$ cat src/rtl/bit_serial_alu_if.sv
// Start/done handshake bundle for bit_serial_alu.
// The master is the requesting CPU and the slave is the ALU.
interface bit_serial_alu_if #(
  parameter int WIDTH = 32
);
  logic             start_valid;
  logic             start_ready;
  logic [WIDTH-1:0] a;
  logic [WIDTH-1:0] b;
  logic [3:0]       alu_ctrl;
  logic             done_valid;
  logic             done_ready;
  logic [WIDTH-1:0] result;
  logic             zero;
  logic             overflow;

  modport master (
    output start_valid, a, b, alu_ctrl, done_ready,
    input  start_ready, done_valid, result, zero, overflow
  );

  modport slave (
    input  start_valid, a, b, alu_ctrl, done_ready,
    output start_ready, done_valid, result, zero, overflow
  );
endinterface

$ cat src/rtl/bit_serial_alu.sv
// Bit-serial ALU: one 1-bit slice walks the operands LSB-first, one bit per clock.
// Optional macro BIT_SERIAL_ALU_BACK2BACK_EN lets DONE accept the next request directly.
module bit_serial_alu #(
  parameter int WIDTH = 32
) (
  input logic              clk,
  input logic              rst,
  bit_serial_alu_if.slave  bus
);
  localparam int              IDX_W    = $clog2(WIDTH);
  localparam logic [IDX_W-1:0] LAST_IDX = IDX_W'(WIDTH - 1);

  typedef enum logic [1:0] {IDLE, RUN, DONE} state_t;

  state_t           state_reg, state_next;
  logic [WIDTH-1:0] a_reg, b_reg, result_reg, result_next;
  logic [3:0]       ctrl_reg;
  logic             carry_reg;
  logic [IDX_W-1:0] idx_reg;
  logic             zero_reg, overflow_reg;

  logic start_ready, done_valid, accept, last_bit;
  logic ai, bi, sum, carry_out, bit_res, ovf_bit, set_bit;

  assign accept   = bus.start_valid & start_ready;
  assign last_bit = (idx_reg == LAST_IDX);

  // Single ALU slice; the operand registers shift so bit i is always at [0].
  always_comb begin
    ai        = a_reg[0] ^ ctrl_reg[3];
    bi        = b_reg[0] ^ ctrl_reg[2];
    sum       = ai ^ bi ^ carry_reg;
    carry_out = (ai & bi) | ((ai ^ bi) & carry_reg);
    ovf_bit   = carry_reg ^ carry_out;
    set_bit   = ovf_bit ? ~sum : sum;
    case (ctrl_reg[1:0])
      2'b00:   bit_res = ai & bi;
      2'b01:   bit_res = ai | bi;
      2'b10:   bit_res = sum;
      default: bit_res = 1'b0;
    endcase
    result_next          = result_reg;
    result_next[idx_reg] = bit_res;
    // SLT: every bit was written as 0, only the LSB carries the set flag.
    if (last_bit && (ctrl_reg[1:0] == 2'b11))
      result_next[0] = set_bit;
  end

  always_ff @(posedge clk) begin
    if (rst)
      state_reg <= IDLE;
    else
      state_reg <= state_next;
  end

  always_comb begin
    state_next = state_reg;
    case (state_reg)
      IDLE: if (accept) state_next = RUN;
      RUN:  if (last_bit) state_next = DONE;
      DONE: begin
        if (accept)
          state_next = RUN;
        else if (bus.done_ready)
          state_next = IDLE;
      end
      default: state_next = IDLE;
    endcase
  end

  always_comb begin
    start_ready = (state_reg == IDLE);
    done_valid  = (state_reg == DONE);
`ifdef BIT_SERIAL_ALU_BACK2BACK_EN
    if (state_reg == DONE)
      start_ready = bus.done_ready;
`endif
  end

  always_ff @(posedge clk) begin
    if (rst) begin
      a_reg        <= '0;
      b_reg        <= '0;
      ctrl_reg     <= '0;
      carry_reg    <= 1'b0;
      idx_reg      <= '0;
      result_reg   <= '0;
      zero_reg     <= 1'b0;
      overflow_reg <= 1'b0;
    end else if (accept) begin
      a_reg        <= bus.a;
      b_reg        <= bus.b;
      ctrl_reg     <= bus.alu_ctrl;
      carry_reg    <= bus.alu_ctrl[2];
      idx_reg      <= '0;
      zero_reg     <= 1'b0;
      overflow_reg <= 1'b0;
    end else if (state_reg == RUN) begin
      a_reg      <= a_reg >> 1;
      b_reg      <= b_reg >> 1;
      carry_reg  <= carry_out;
      idx_reg    <= idx_reg + 1'b1;
      result_reg <= result_next;
      if (last_bit) begin
        zero_reg     <= (result_next == '0);
        overflow_reg <= (ctrl_reg[1:0] == 2'b10) ? ovf_bit : 1'b0;
      end
    end else if ((state_reg == DONE) && bus.done_ready) begin
      zero_reg     <= 1'b0;
      overflow_reg <= 1'b0;
    end
  end

  assign bus.start_ready = start_ready;
  assign bus.done_valid  = done_valid;
  assign bus.result      = result_reg;
  assign bus.zero        = zero_reg;
  assign bus.overflow    = overflow_reg;
endmodule
$ cat src/flat_wrapper.sv
// flat-port wrapper written by rule: the top's interface ports become plain ports
module bit_serial_alu_flat 
#(
  parameter int WIDTH = 32
)
  (clk, rst, bus_start_valid, bus_a, bus_b, bus_alu_ctrl, bus_done_ready, bus_start_ready, bus_done_valid, bus_result, bus_zero, bus_overflow);
  bit_serial_alu_if #(.WIDTH(WIDTH)) bus_i ();
  input logic clk;
  input logic rst;
  input wire logic [$bits(bus_i.start_valid)-1:0] bus_start_valid;
  input wire logic [$bits(bus_i.a)-1:0] bus_a;
  input wire logic [$bits(bus_i.b)-1:0] bus_b;
  input wire logic [$bits(bus_i.alu_ctrl)-1:0] bus_alu_ctrl;
  input wire logic [$bits(bus_i.done_ready)-1:0] bus_done_ready;
  output wire logic [$bits(bus_i.start_ready)-1:0] bus_start_ready;
  output wire logic [$bits(bus_i.done_valid)-1:0] bus_done_valid;
  output wire logic [$bits(bus_i.result)-1:0] bus_result;
  output wire logic [$bits(bus_i.zero)-1:0] bus_zero;
  output wire logic [$bits(bus_i.overflow)-1:0] bus_overflow;
  assign bus_i.start_valid = bus_start_valid;
  assign bus_i.a = bus_a;
  assign bus_i.b = bus_b;
  assign bus_i.alu_ctrl = bus_alu_ctrl;
  assign bus_i.done_ready = bus_done_ready;
  assign bus_start_ready = bus_i.start_ready;
  assign bus_done_valid = bus_i.done_valid;
  assign bus_result = bus_i.result;
  assign bus_zero = bus_i.zero;
  assign bus_overflow = bus_i.overflow;
  bit_serial_alu #(.WIDTH(WIDTH)) u_core (.clk(clk), .rst(rst), .bus(bus_i));
endmodule
$ cat config.mk
export PLATFORM = sky130hd
export DESIGN_NAME = bit_serial_alu_flat
export DESIGN_NICKNAME = d
export VERILOG_FILES = /design/src/rtl/bit_serial_alu_if.sv /design/src/rtl/bit_serial_alu.sv /design/src/flat_wrapper.sv
export SDC_FILE = /design/constraint.sdc
export NUM_CORES = 1
export LEC_CHECK = 0
export BUFFER_PORTS_ARGS = -buffer_cell sky130_fd_sc_hd__buf_4
export CORE_MARGIN = 4
export CORE_UTILIZATION = 25
export CTS_BUF_LIST = sky130_fd_sc_hd__clkbuf_4
export CTS_CLUSTER_DIAMETER = 200
export CTS_CLUSTER_SIZE = 20
export DETAILED_ROUTE_END_ITERATION = 12
export MAX_ROUTING_LAYER = met4
export PLACE_DENSITY = 0.45
export SETUP_SLACK_MARGIN = 0.3
export SKIP_CTS_REPAIR_TIMING = 1
export SYNTH_ARGS = -nofsm -noshare
export SYNTH_HDL_FRONTEND = slang
export SYNTH_SLANG_ARGS = --single-unit
$ cat constraint.sdc
create_clock -name clk -period 7.25 [get_ports clk]
set_clock_uncertainty 0.2 [all_clocks]
set_input_delay 0.725 -clock clk [delete_from_list [all_inputs] [get_ports clk]]
set_output_delay 0.725 -clock clk [all_outputs]
set_load 0.05 [all_outputs]
# Word-level counts from Yosys, hierarchy flattened
# Index checks and enable logic that the tools add are counted.
word_totals:
  ff_bits: 110
  inputBits: 72
  output_inout_bits: 36
  word_cells: 68
classes:
  addsub: 1
  order_cmp: 2
  n_eq_ne: 9
  mux: 23
  bitwise: 12
  n_reduce_logical: 12
op_table:
  columns: ["cell", "count"]
  rows:
  - ["32-bit 2-to-1 mux", 4]
  - ["32-bit bitwise mux", 1]
  - ["32-bit logical NOT", 1]
  - ["1-bit 2-to-1 mux", 11]
  - ["2-bit 2-to-1 mux", 4]
  - ["2-bit == test, second input constant", 3]
  - ["5-bit by 6-bit < comparator with 1-bit output, second input constant", 1]
  - ["2-bit case mux with 3 select lines", 1]
  - ["5-bit by 1-bit adder with 5-bit output, second input constant", 1]
  - ["1-bit demux with 5-bit select", 1]
  - ["5-bit == test, second input constant", 1]
  - ["5-bit by 1-bit >= comparator with 1-bit output, second input constant", 1]
  - ["1-bit bitwise XOR", 5]
  - ["2-bit by 1-bit == test with 1-bit output, second input constant", 2]
  - ["2-bit logical NOT", 2]
  - ["2-bit AND reduction", 2]
  - ["2-bit nonzero test", 2]
  - ["1-bit AND", 3]
  - ["1-bit logical AND", 3]
  - ["3-bit by 2-bit inequality test with 1-bit output, second input constant", 1]
  - ["1-bit case mux with 3 select lines", 1]
  - ["3-bit AND reduction", 1]
  - ["2-bit by 1-bit inequality test with 1-bit output, second input constant", 1]
  - ["2-bit inequality test, second input constant", 1]
  - ["other kinds (3)", 5]

# Logic depth before layout (Yosys ltp)
# Gate-level depths: netlist of run 1.
logic_depth:
  depth_word: 10
  ltp_mapped: 10

# Worst setup path before layout of run 1
# OpenSTA, ideal clock, no wires.
synth_timing:
  kind: "reg-to-reg"
  from: "register u_core.b_reg[0]"
  to: "register u_core.zero_reg (netlist: u_core.bus.zero)"
  setup_ps: 69
  t_arrival_ps: 2583
  required_time_ps: 6981
  path_slack_ps: 4398
  stages_incl_launch_ff: 11
  path_buffers: 1
  cell_sequence: "dfxtp_1 -> xor2_1 -> inv_1 -> fa_1 -> nor2b_4 -> o31a_1 -> buf_2 -> nor3_2 -> o221ai_1 -> or4_1 -> o21ai_1"
synth_via:
  elab_chain_cells: 10
synth_lines:
  columns: ["element", "line_no", "text"]
  rows:
  - ["start: declaration", "bit_serial_alu.sv:16", "logic [WIDTH-1:0] a_reg, b_reg, result_reg, result_next;"]
  - ["start signal: assignment", "bit_serial_alu.sv:92", "b_reg <= bus.b;"]
  - ["start signal: assignment", "bit_serial_alu.sv:100", "b_reg <= b_reg >> 1;"]
  - ["1-bit bitwise XOR *", "bit_serial_alu.sv:31", "bi = b_reg[0] ^ ctrl_reg[2];"]
  - ["1-bit bitwise XOR", "bit_serial_alu.sv:32, bit_serial_alu.sv:33", null]
  - ["1-bit AND", "bit_serial_alu.sv:33", "carry_out = (ai & bi) | ((ai ^ bi) & carry_reg);"]
  - ["1-bit OR", "bit_serial_alu.sv:33", null]
  - ["1-bit bitwise XOR", "bit_serial_alu.sv:34", "ovf_bit = carry_reg ^ carry_out;"]
  - ["1-bit 2-to-1 mux", "bit_serial_alu.sv:35", "set_bit = ovf_bit ? ~sum : sum;"]
  - ["1-bit 2-to-1 mux", "bit_serial_alu.sv:45", "if (last_bit && (ctrl_reg[1:0] == 2'b11))"]
  - ["32-bit logical NOT *", "bit_serial_alu.sv:105", "zero_reg <= (result_next == '0);"]
  - ["1-bit 2-to-1 mux *", "bit_serial_alu.sv:104", "if (last_bit) begin"]
  - ["1-bit 2-to-1 mux *", "bit_serial_alu.sv:98", "end else if (state_reg == RUN) begin"]
  - ["end signal: assignment", "bit_serial_alu.sv:105", null]
  - ["end: declaration", "bit_serial_alu.sv:20", "logic zero_reg, overflow_reg;"]
# Mark *: on every way between the ends. The rest lies on a longest branch, timed or not. The select of a mux whose other input is x is not followed.
# A chain may end at the register's enable or synchronous reset.

# Worst setup path after layout of run 1
layout_timing:
  from: "register u_core.ctrl_reg[2]"
  to: "register u_core.zero_reg (netlist: u_core.bus.zero)"
layout_via:
  elab_chain_cells: 10
layout_lines:
  columns: ["element", "line_no", "text"]
  rows:
  - ["start: declaration", "bit_serial_alu.sv:17", "logic [3:0] ctrl_reg;"]
  - ["start signal: assignment", "bit_serial_alu.sv:93", "ctrl_reg <= bus.alu_ctrl;"]
  - ["1-bit bitwise XOR *", "bit_serial_alu.sv:31", null]
  - ["1-bit bitwise XOR", "bit_serial_alu.sv:32, bit_serial_alu.sv:33", null]
  - ["1-bit AND", "bit_serial_alu.sv:33", null]
  - ["1-bit OR", "bit_serial_alu.sv:33", null]
  - ["1-bit bitwise XOR", "bit_serial_alu.sv:34", null]
  - ["1-bit 2-to-1 mux", "bit_serial_alu.sv:35", null]
  - ["1-bit 2-to-1 mux", "bit_serial_alu.sv:45", null]
  - ["32-bit logical NOT *", "bit_serial_alu.sv:105", null]
  - ["1-bit 2-to-1 mux *", "bit_serial_alu.sv:104", null]
  - ["1-bit 2-to-1 mux *", "bit_serial_alu.sv:98", null]
# Marks and branches as above.

==> results.json, run 1 <==
{
  "ant_nets": 0,
  "pwr-share-comb": 0.151,
  "synth_warnings": 0,
  "placed_cells_incl_taps": 973,
  "min-delay-path-class": "input pin to register",
  "cts.path.max_buffers": 2,
  "fmax_mhz": 315,
  "vdd_drop_max_v": 0.0000780,
  "syn_inst": 650,
  "p_int_mw": 0.789,
  "yosysTopAreaCell": "dfxtp_1",
  "p_sw_frac": 0.319,
  "grt_pass1_vias": 4627,
  "rsz0062_at_grt": "false",
  "dpl.hpwl_um": 10100,
  "portBuffers": 107,
  "cts-root-buf": "clkbuf_4",
  "seq_power_share": 0.562,
  "ioPinCount": 108,
  "seqCellArea_mm2": 0.00220,
  "globalplace.congestion": 0.799,
  "relSlewSlack": 0.252,
  "nets": 800,
  "synth_cell_types": 49,
  "routed_wl_um": 15200,
  "vias": 4856,
  "grt_pass1_wl_um": 24300,
  "power_density_mw_per_mm2": 186,
  "drt-initial-drc-count": 342,
  "tritoncts": "yes",
  "fin_crit_ps": 3180,
  "track_usage": 0.137,
  "synth-main-ff-cell": "dfxtp_1",
  "synth_top_area_frac": 0.432,
  "start_util": 0.258,
  "synth_nets": 731,
  "syn_avg_cell_area_um2": 7.85,
  "cts.clk_slew.worst_paths_ps": 210,
  "core_area_mm2": 0.0198,
  "gr-total-overflow": 0,
  "fin_cells": 990,
  "synth.area.top_cells": "dfxtp_1, a22oi_1, a21oi_1, nand2_1, nor2_1",
  "p_leak_nw": 2.22,
  "htree_levels": 3,
  "syn_area_mm2": 0.00510,
  "fin_tns_setup_ps": 0,
  "die_w_um": 151,
  "async_reset_ff_frac": 0,
  "first_pass_iters": 7,
  "clk_latency_ps": 500,
  "ys_seq_elements": 110,
  "cts_inserted_buffers": 9,
  "drive_above_1_share": 0.189,
  "clkSinkCount": 110,
  "drc": 0,
  "endpoint_kind": "register",
  "worst_setup_path_start_kind": "register",
  "drv_slew": 0,
  "max_cap_viol_count": 0,
  "status": "complete, no violations",
  "wl_per_cell_um": 15.3,
  "tightest_slew_ps": 1120,
  "fp.dieArea_mm2": 0.0228,
  "rows": 51,
  "whs_ps": 221,
  "p_switching_mw": 0.370,
  "area_growth_pct": 22.2,
  "synth_edf_count": 0,
  "crit_required_ps": 7500,
  "crit_fanout": 12,
  "avgViaCountPerCell": 4.91,
  "setup_viol": 0,
  "ys_seq_area_frac": 0.432,
  "cp.arrival_ps": 3430,
  "timing.final.crit_share": 0.438,
  "n_fill_cell": 2156,
  "criticalPathCategory": "register to register",
  "multi_input_area_mm2": 0.00266,
  "antenna_found_initial": 1,
  "clockPowerShare": 0.287,
  "grt_start_max_net_pins": 104,
  "die_y_um": 151,
  "finalHoldViolations": 0
}
[through the flow]
stage	setup slack (ps)	util	power, mW	cell area [µm²]
2_1_floorplan	4400	-	0.775	5100
3_3_place_gp	4140	0.307	0.837	6080
3_5_place_dp	4100	0.307	0.841	6080
4_1_cts	4050	0.315	1.18	6230
5_1_grt	3840	0.315	1.22	6230
6_report	4070	0.315	1.16	6230
[cells in the mapped netlist, types with 2 or more instances]
cell type	number
o21ai_1	10
a31oi_1	7
nand2_1	102
o31ai_1	2
dfxtp_1	110
clkbuf_1	47
or3b_1	2
buf_2	4
o22ai_1	3
o32ai_1	2
nand4b_1	2
o21ai_0	20
a2111oi_0	2
nand2b_1	11
nor3_1	18
o21a_1	2
buf_1	2
fa_1	2
xor2_1	2
xnor2_1	4
nor4_1	6
inv_1	10
a21oi_1	89
o211ai_1	2
nor2b_1	12
nand3_1	7
nand4_1	4
nor2_1	61
nand3b_1	3
a22oi_1	64
or3_1	9
a211oi_1	6
ha_1	7
[cell families (layout without fill, tap and decap cells)]
group,Yosys count,after routing,share of synthesized area
and+or+nand+nor,245,245,0.222
buffers and inverters,64,138,0.0495
DFF,110,110,0.432
AOI/OAI and AO/OA,215,215,0.259
xor gates and xnor gates,6,6,0.0103
adders and majority gates,9,9,0.0250
muxes,1,1,0.00196
other,0,1,0
[cell usage in the layout, fill, tap and decap left out, types with 3 or more instances in the layout]
cell	count
buf_4	112
dfxtp_1	110
nand2_1	102
a21oi_1	89
a22oi_1	64
nor2_1	60
o21ai_0	20
nor3_1	18
nor2b_1	11
nand2b_1	11
inv_1	10
o21ai_1	10
or3_1	9
clkbuf_4	9
nand3_1	7
a31oi_1	7
ha_1	7
a211oi_1	6
nor4_1	6
xnor2_1	4
nand4_1	4
nand3b_1	3
o22ai_1	3
clkinv_8	3
[power groups by stage]
stage	logic [mW]	clock network (mW)	registers (mW)
finish	0.175	0.332	0.651
floorplan	0.114	0	0.662
global route	0.195	0.374	0.656
global placement	0.174	0	0.663
detailed placement	0.177	0	0.664
CTS	0.178	0.352	0.652
[path summary, 6_finish.rpt]
check                                         from                to  slack, ps  cells after the start
worst min register to register     u_core.a_reg[7]   u_core.a_reg[7]        270                      2
worst min-delay path                     bus_a[31]  u_core.a_reg[31]        220                      3
worst max register to register  u_core.ctrl_reg[2]   u_core.bus.zero       4070                      9
worst max-delay path            u_core.ctrl_reg[2]   u_core.bus.zero       4070                      9
[worst max-delay path, stage by stage, from the launching register on]
cell and delay (ps):
dfxtp_1 390, xor2_1 250, inv_1 120, fa_1 540, nor2b_4 50, o31a_1 440, a2111oi_0 400, o22ai_1 130
or4_1 470, o21ai_1 130
[area by class of cell]
type | instances | share of cell area
antenna | 1 | 0.000401
multi-input combinational | 476 | 0.427
tap | 265 | 0.0532
timing repair buffer | 112 | 0.135
inverter | 10 | 0.00602
sequential | 110 | 0.353
clock inverter | 7 | 0.0141
clock buffer | 9 | 0.0108
[metal layers]
layer,vias up,GRT usage,share of wire
li1,2436,-,-
met1,2265,0.175,0.45
met2,140,0.209,0.46
met3,15,0.0452,0.077
met4,0,0.0399,0.016
met5,-,-,0
Note: power is estimated with default switching activity, not from simulation.
==> run 2, diff against run 1 <==
PLACE_DENSITY = 0.46   (was 0.45)
clock period = 2.58 ns   (was 7.25 ns; I/O delays follow)
==> run 2 against run 1 <==
  * The run now ends with setup timing left
  * Setup slack worse by 4400 ps
  * Clock power grew to 2.9 times the previous value
  * Sequential cell count unchanged
  * Utilization grew 6.5 points
  * Maximum frequency up 11%
  * Via count rose by 11%
  * Non-clock buffer count grew 112
  * Clock-buffer cell count is 1 higher
  * Register-to-register slack got worse by 4400 ps
  * Critical path type unchanged
  * Largest cell class unchanged
  * Highest routed layer unchanged
==> results.json, run 2 (same netlist as run 1, synthesis figures left out) <==
{
  "status": "finished, violations left",
  "violations": "setup timing",
  "portBuffers": 107,
  "fp.dieArea_mm2": 0.0228,
  "nets": 913,
  "vias": 5386,
  "cp.arrival_ps": 3100,
  "rows": 51,
  "cts-root-buf": "clkbuf_4",
  "final_common_cell": "buf_4",
  "timing.final.crit_share": 1.11,
  "min-delay-path-class": "input pin to register",
  "htree_levels": 3,
  "drc": 0,
  "diodes": 0,
  "gr-total-overflow": 0,
  "tritoncts": "yes",
  "globalplace.congestion": 0.880,
  "vdd_drop_max_v": 0.000306,
  "setup_ws_ps": -283,
  "finalHoldViolations": 0,
  "cts_inserted_buffers": 9,
  "die_w_um": 151,
  "ioPinCount": 108,
  "max_cap_viol_count": 0,
  "mostFrequentLayoutCells": "buf_4, dfxtp_1, nand2_1",
  "dpl.hpwl_um": 11200,
  "fin_crit_ps": 2860,
  "drv_slew": 0,
  "fin_tns_setup_ps": -283,
  "fmax_mhz": 349,
  "power_density_mw_per_mm2": 468,
  "antenna_found_initial": 0,
  "endpoint_kind": "register",
  "routed_wl_um": 16700,
  "grt_pass1_vias": 5038,
  "grt_start_max_net_pins": 74,
  "clk_latency_ps": 490,
  "area_growth_pct": 47.5,
  "criticalPathCategory": "register to register",
  "first_pass_iters": 5,
  "p_leak_nw": 2.79,
  "relSlewSlack": 0.436,
  "tightest_slew_ps": 846,
  "start_util": 0.258,
  "worst_setup_path_start_kind": "register",
  "drt-initial-drc-count": 286,
  "fin_util": 0.381,
  "grt_pass1_wl_um": 25500,
  "clkSinkCount": 110,
  "crit_slowest_cell": "fa_1",
  "crit_fanout": 6,
  "crit_chain": "xor2_2 -> inv_2 -> fa_1 -> nor2b_4 -> o31a_1 -> buf_12 -> nor3_4 -> o221ai_2 -> or4_1 -> o21ai_1",
  "drive_above_1_share": 0.254,
  "rsz0062_at_grt": "true",
  "avgViaCountPerCell": 4.89,
  "crit_required_ps": 2820,
  "track_usage": 0.143,
  "wl_per_cell_um": 15.1,
  "ant_nets": 0,
  "cts.path.max_buffers": 2,
  "critical-path-max-stage-delay_ps": 520,
  "setup_viol": 1,
  "cts.clk_slew.worst_paths_ps": 180,
  "die_y_um": 151,
  "core_area_mm2": 0.0198
}
run 2: changes by cell type in the layout (fill, tap and decap cells not counted), sizes merged:
cell         change
clkbuf           +2
buf             +41
dlygate4sd3     +70
nor2             +1
clkinvlp         +1
diode            -1
clkinv           -3
bufinv           +1
run 2: final timing paths:
kind | cells past startpoint | end | slack [ps] | start
max | 10 | u_core.bus.zero | -280 | u_core.b_reg[0]
min | 5 | u_core.b_reg[29] | 150 | bus_start_valid
max reg2reg | 10 | u_core.bus.zero | -280 | u_core.b_reg[0]
min reg2reg | 2 | u_core.b_reg[9] | 260 | u_core.b_reg[9]
run 2: layout make-up:
| cell class | count | area [µm²] |
|---|---|---|
| clock buffers | 10 | 75.1 |
| multi-input cells | 477 | 2860 |
| fillers | 2044 | 12300 |
| well taps | 265 | 332 |
| inverters | 10 | 37.5 |
| clock inverters | 6 | 78.8 |
| flip-flops and latches | 110 | 2200 |
| repair buffers | 224 | 1940 |
run 2: worst max-delay path: cells and delay by family, from the launching register on:
family | cells | cell delay [ps]
AO/OA/AOI/OAI | 3 | 630
AND/OR/NAND/NOR | 3 | 660
XOR/XNOR | 1 | 180
flip-flops | 1 | 390
adder cells (fa/ha/maj) | 1 | 520
buffers and inverters | 2 | 240
run 2: power breakdown:
| part | switching, mW | leakage [nW] | internal [mW] | total (mW) |
|---|---|---|---|---|
| Clock | 0.628 | 0.0764 | 0.321 | 0.949 |
| Combinational | 0.369 | 1.81 | 0.373 | 0.742 |
| Sequential | 0.0500 | 0.899 | 1.78 | 1.83 |
run 2: per-layer routing:
metal,part of all wire,GRT usage
met2,0.50,0.237
met5,0,-
met4,0.013,0.0381
met1,0.44,0.176
met3,0.045,0.0347
run 2: stage by stage:
stage	cell area (µm²)	power (mW)	instances	worst slack (ps)	hold WS, ps
floorplan	5140	2.19	650	-78.6	194
global placement	6360	2.42	1006	-181	241
detailed placement	6360	2.43	1006	-226	247
CTS	6520	3.39	1022	-268	-263
global route	7530	3.71	1102	-388	146
finish	7530	3.52	1102	-283	149
==> run 3, diff against run 2 <==
ABC_AREA = 1   (was unset)
CORE_ASPECT_RATIO = 0.75   (was unset)
PLACE_DENSITY = 0.45   (was 0.46)
clock period = 2.7 ns   (was 2.58 ns; I/O delays follow)
==> run 3 against run 2 <==
  * Utilization decreased by 2.6 points
  * Combinational power increased by 25%
  * Critical path type unchanged
  * Critical endpoint unchanged
  * Non-clock buffer count decreased by 28
  * First-iteration DRC count increased by 10%
  * Global-route usage decreased by 1.3 points
  * Maximum frequency increased by 14%
  * Hold slack got worse by 140 ps
  * Clock-buffer cell count decreased by 1
  * Via count decreased by 2.5%
  * Highest routed layer unchanged
  * Synthesized cell count increased by 18%
  * The run now ends clean
  * Register-to-register slack improved by 470 ps
  * Sequential power about the same
==> results.json, run 3 <==
{
  "status": "complete, no violations",
  "clk_latency_ps": 480,
  "mostFrequentLayoutCells": "nand2_1, buf_4, dfxtp_1",
  "setup_viol": 0,
  "ant_nets": 0,
  "gr-total-overflow": 0,
  "htree_levels": 3,
  "synth.area.top_cells": "dfxtp_1, nand2_1, a31oi_1, nor2_1, inv_1",
  "worst_setup_path_start_kind": "register",
  "cts.path.max_buffers": 2,
  "fin_tns_setup_ps": 0,
  "crit_fanout": 11,
  "syn_area_mm2": 0.00533,
  "synth_top_cells_by_count": "nand2_1, dfxtp_1, a31oi_1",
  "setup_ws_ps": 185,
  "drive_above_1_share": 0.183,
  "cp.arrival_ps": 2740,
  "min-delay-path-class": "input pin to register",
  "synth_xor_area_frac": 0.00658,
  "core_area_mm2": 0.0206,
  "synth-main-ff-cell": "dfxtp_1",
  "path_delay_family": "simple AND/OR/NAND/NOR gates",
  "grt_pass1_wl_um": 24500,
  "grt_pass1_vias": 4686,
  "drv_slew": 0,
  "syn_inst": 764,
  "start_util": 0.258,
  "async_reset_ff_frac": 0,
  "antenna_found_initial": 1,
  "crit_chain": "xor2_2 -> inv_2 -> fa_1 -> nand3b_4 -> clkbuf_16 -> nand3_1 -> nand2_1 -> nand2_1 -> nor2_1 -> nand2_1 -> nor2_1 -> nand3_1 -> a21oi_2",
  "clkSinkCount": 110,
  "cts.clk_slew.worst_paths_ps": 190,
  "relSlewSlack": 0.398,
  "ys_seq_area_frac": 0.413,
  "synth_cell_types": 37,
  "timing.final.crit_share": 0.931,
  "ys_seq_elements": 110,
  "synth_top_area_frac": 0.413,
  "endpoint_kind": "register",
  "criticalPathCategory": "register to register",
  "vias": 5249,
  "wl_per_cell_um": 13.0,
  "synth.mux.area_fraction": 0,
  "nets": 1004,
  "dp_slack_ps": 63.4,
  "crit_slowest_cell": "fa_1",
  "globalplace.congestion": 0.784,
  "avgViaCountPerCell": 4.34,
  "power_density_mw_per_mm2": 486,
  "syn_avg_cell_area_um2": 6.97,
  "portBuffers": 107,
  "synth-simple-area-share": 0.294,
  "synth_top_family_by_area": "simple AND/OR/NAND/NOR gates",
  "path_buf_inv": 2,
  "drc": 0,
  "p_leak_nw": 3.05,
  "tightest_slew_ps": 900,
  "drt-initial-drc-count": 315,
  "cts-root-buf": "clkbuf_4",
  "die_w_um": 177,
  "max_cap_viol_count": 0,
  "synth_compound_area_frac": 0.176,
  "synth_warnings": 0,
  "tritoncts": "yes",
  "finalHoldViolations": 0,
  "fin_crit_ps": 2510,
  "synth_nets": 845,
  "synth_edf_count": 0,
  "grt_start_max_net_pins": 67,
  "die_y_um": 134,
  "fmax_mhz": 398,
  "ioPinCount": 108,
  "rsz0062_at_grt": "true",
  "crit_required_ps": 2930,
  "area_growth_pct": 37.1,
  "cts_inserted_buffers": 9,
  "rows": 45,
  "first_pass_iters": 5,
  "track_usage": 0.130,
  "fp.dieArea_mm2": 0.0237,
  "yosysTopAreaCell": "dfxtp_1",
  "path_common_cell": "nand2_1",
  "yosys.cell_count.top_type": "nand2_1",
  "routed_wl_um": 15700,
  "dpl.hpwl_um": 10500,
  "synth_fa_ha_area_frac": 0.0240,
  "vdd_drop_max_v": 0.000213,
  "final_common_cell": "nand2_1",
  "critical-path-max-stage-delay_ps": 500
}
-- run 3: changes by cell type after synthesis, moves of 12 or more --
cell,before,now
a22oi_1,64,0
buf_2,4,19
o211ai_1,2,21
nand3_1,7,31
o21bai_1,0,18
clkbuf_1,47,20
a21oi_1,89,19
nand2_1,102,282
a31oi_1,7,62
nor2b_1,12,0
inv_1,10,50
nor3_1,18,2
-- run 3: per-layer routing --
metal  routed length, µm  track usage
met1                8530        0.196
met2                6320        0.173
met4                 153       0.0284
met5                   0            -
met3                 689       0.0318
-- run 3: cells by family after synthesis --
kind of cell,count (synthesis)
AOI/OAI and AO/OA,149
xor gates and xnor gates,4
adders and majority gates,9
buffers and inverters,106
DFF,110
and+or+nand+nor,386
-- run 3: worst register-to-register path, cell delays in order (launching register included) --
cell and delay, ps:
dfxtp_2 380, xor2_2 200, inv_2 70, fa_1 500, nand3b_4 180, clkbuf_16 180
nand3_1 80, nand2_1 80, nand2_1 50, nor2_1 120, nand2_1 70, nor2_1 120
nand3_1 120, a21oi_2 120
-- run 3: layout make-up --
class / instances / area (µm²)
inverter: 58 / 220
timing repair buffer: 196 / 1690
clock buffer: 9 / 67.6
sequential: 110 / 2200
tap: 282 / 353
fill: 2251 / 13300
clock inverter: 6 / 56.3
multi-input combinational: 548 / 2710
antenna: 1 / 2.50
-- run 3: path summary, 6_finish.rpt --
kind / slack, ps / cells after the start / startpoint / end
worst max-delay path: 190 / 13 / u_core.ctrl_reg[3] / u_core.bus.zero
worst min-delay path: 10 / 4 / bus_start_valid / u_core.state_reg[0]
worst max register to register: 190 / 13 / u_core.ctrl_reg[3] / u_core.bus.zero
worst min register to register: 280 / 2 / u_core.a_reg[31] / u_core.a_reg[31]
-- run 3: stage by stage --
step                power [mW]   util  hold slack (ps)  instance area [µm²]  cells
floorplan                 2.39      -              219                 5330    764
global placement          2.69  0.311              250                 6420   1122
detailed placement        2.68  0.311              254                 6420   1122
CTS                       3.51  0.317             -227                 6540   1137
global route              3.78  0.354             2.25                 7300   1210
finish                    3.55  0.354             12.0                 7300   1210
-- run 3: where the power goes --
| group | switching (mW) | internal (mW) |
|---|---|---|
| Clock | 0.599 | 0.203 |
| Combinational | 0.548 | 0.376 |
| Sequential | 0.0762 | 1.74 |
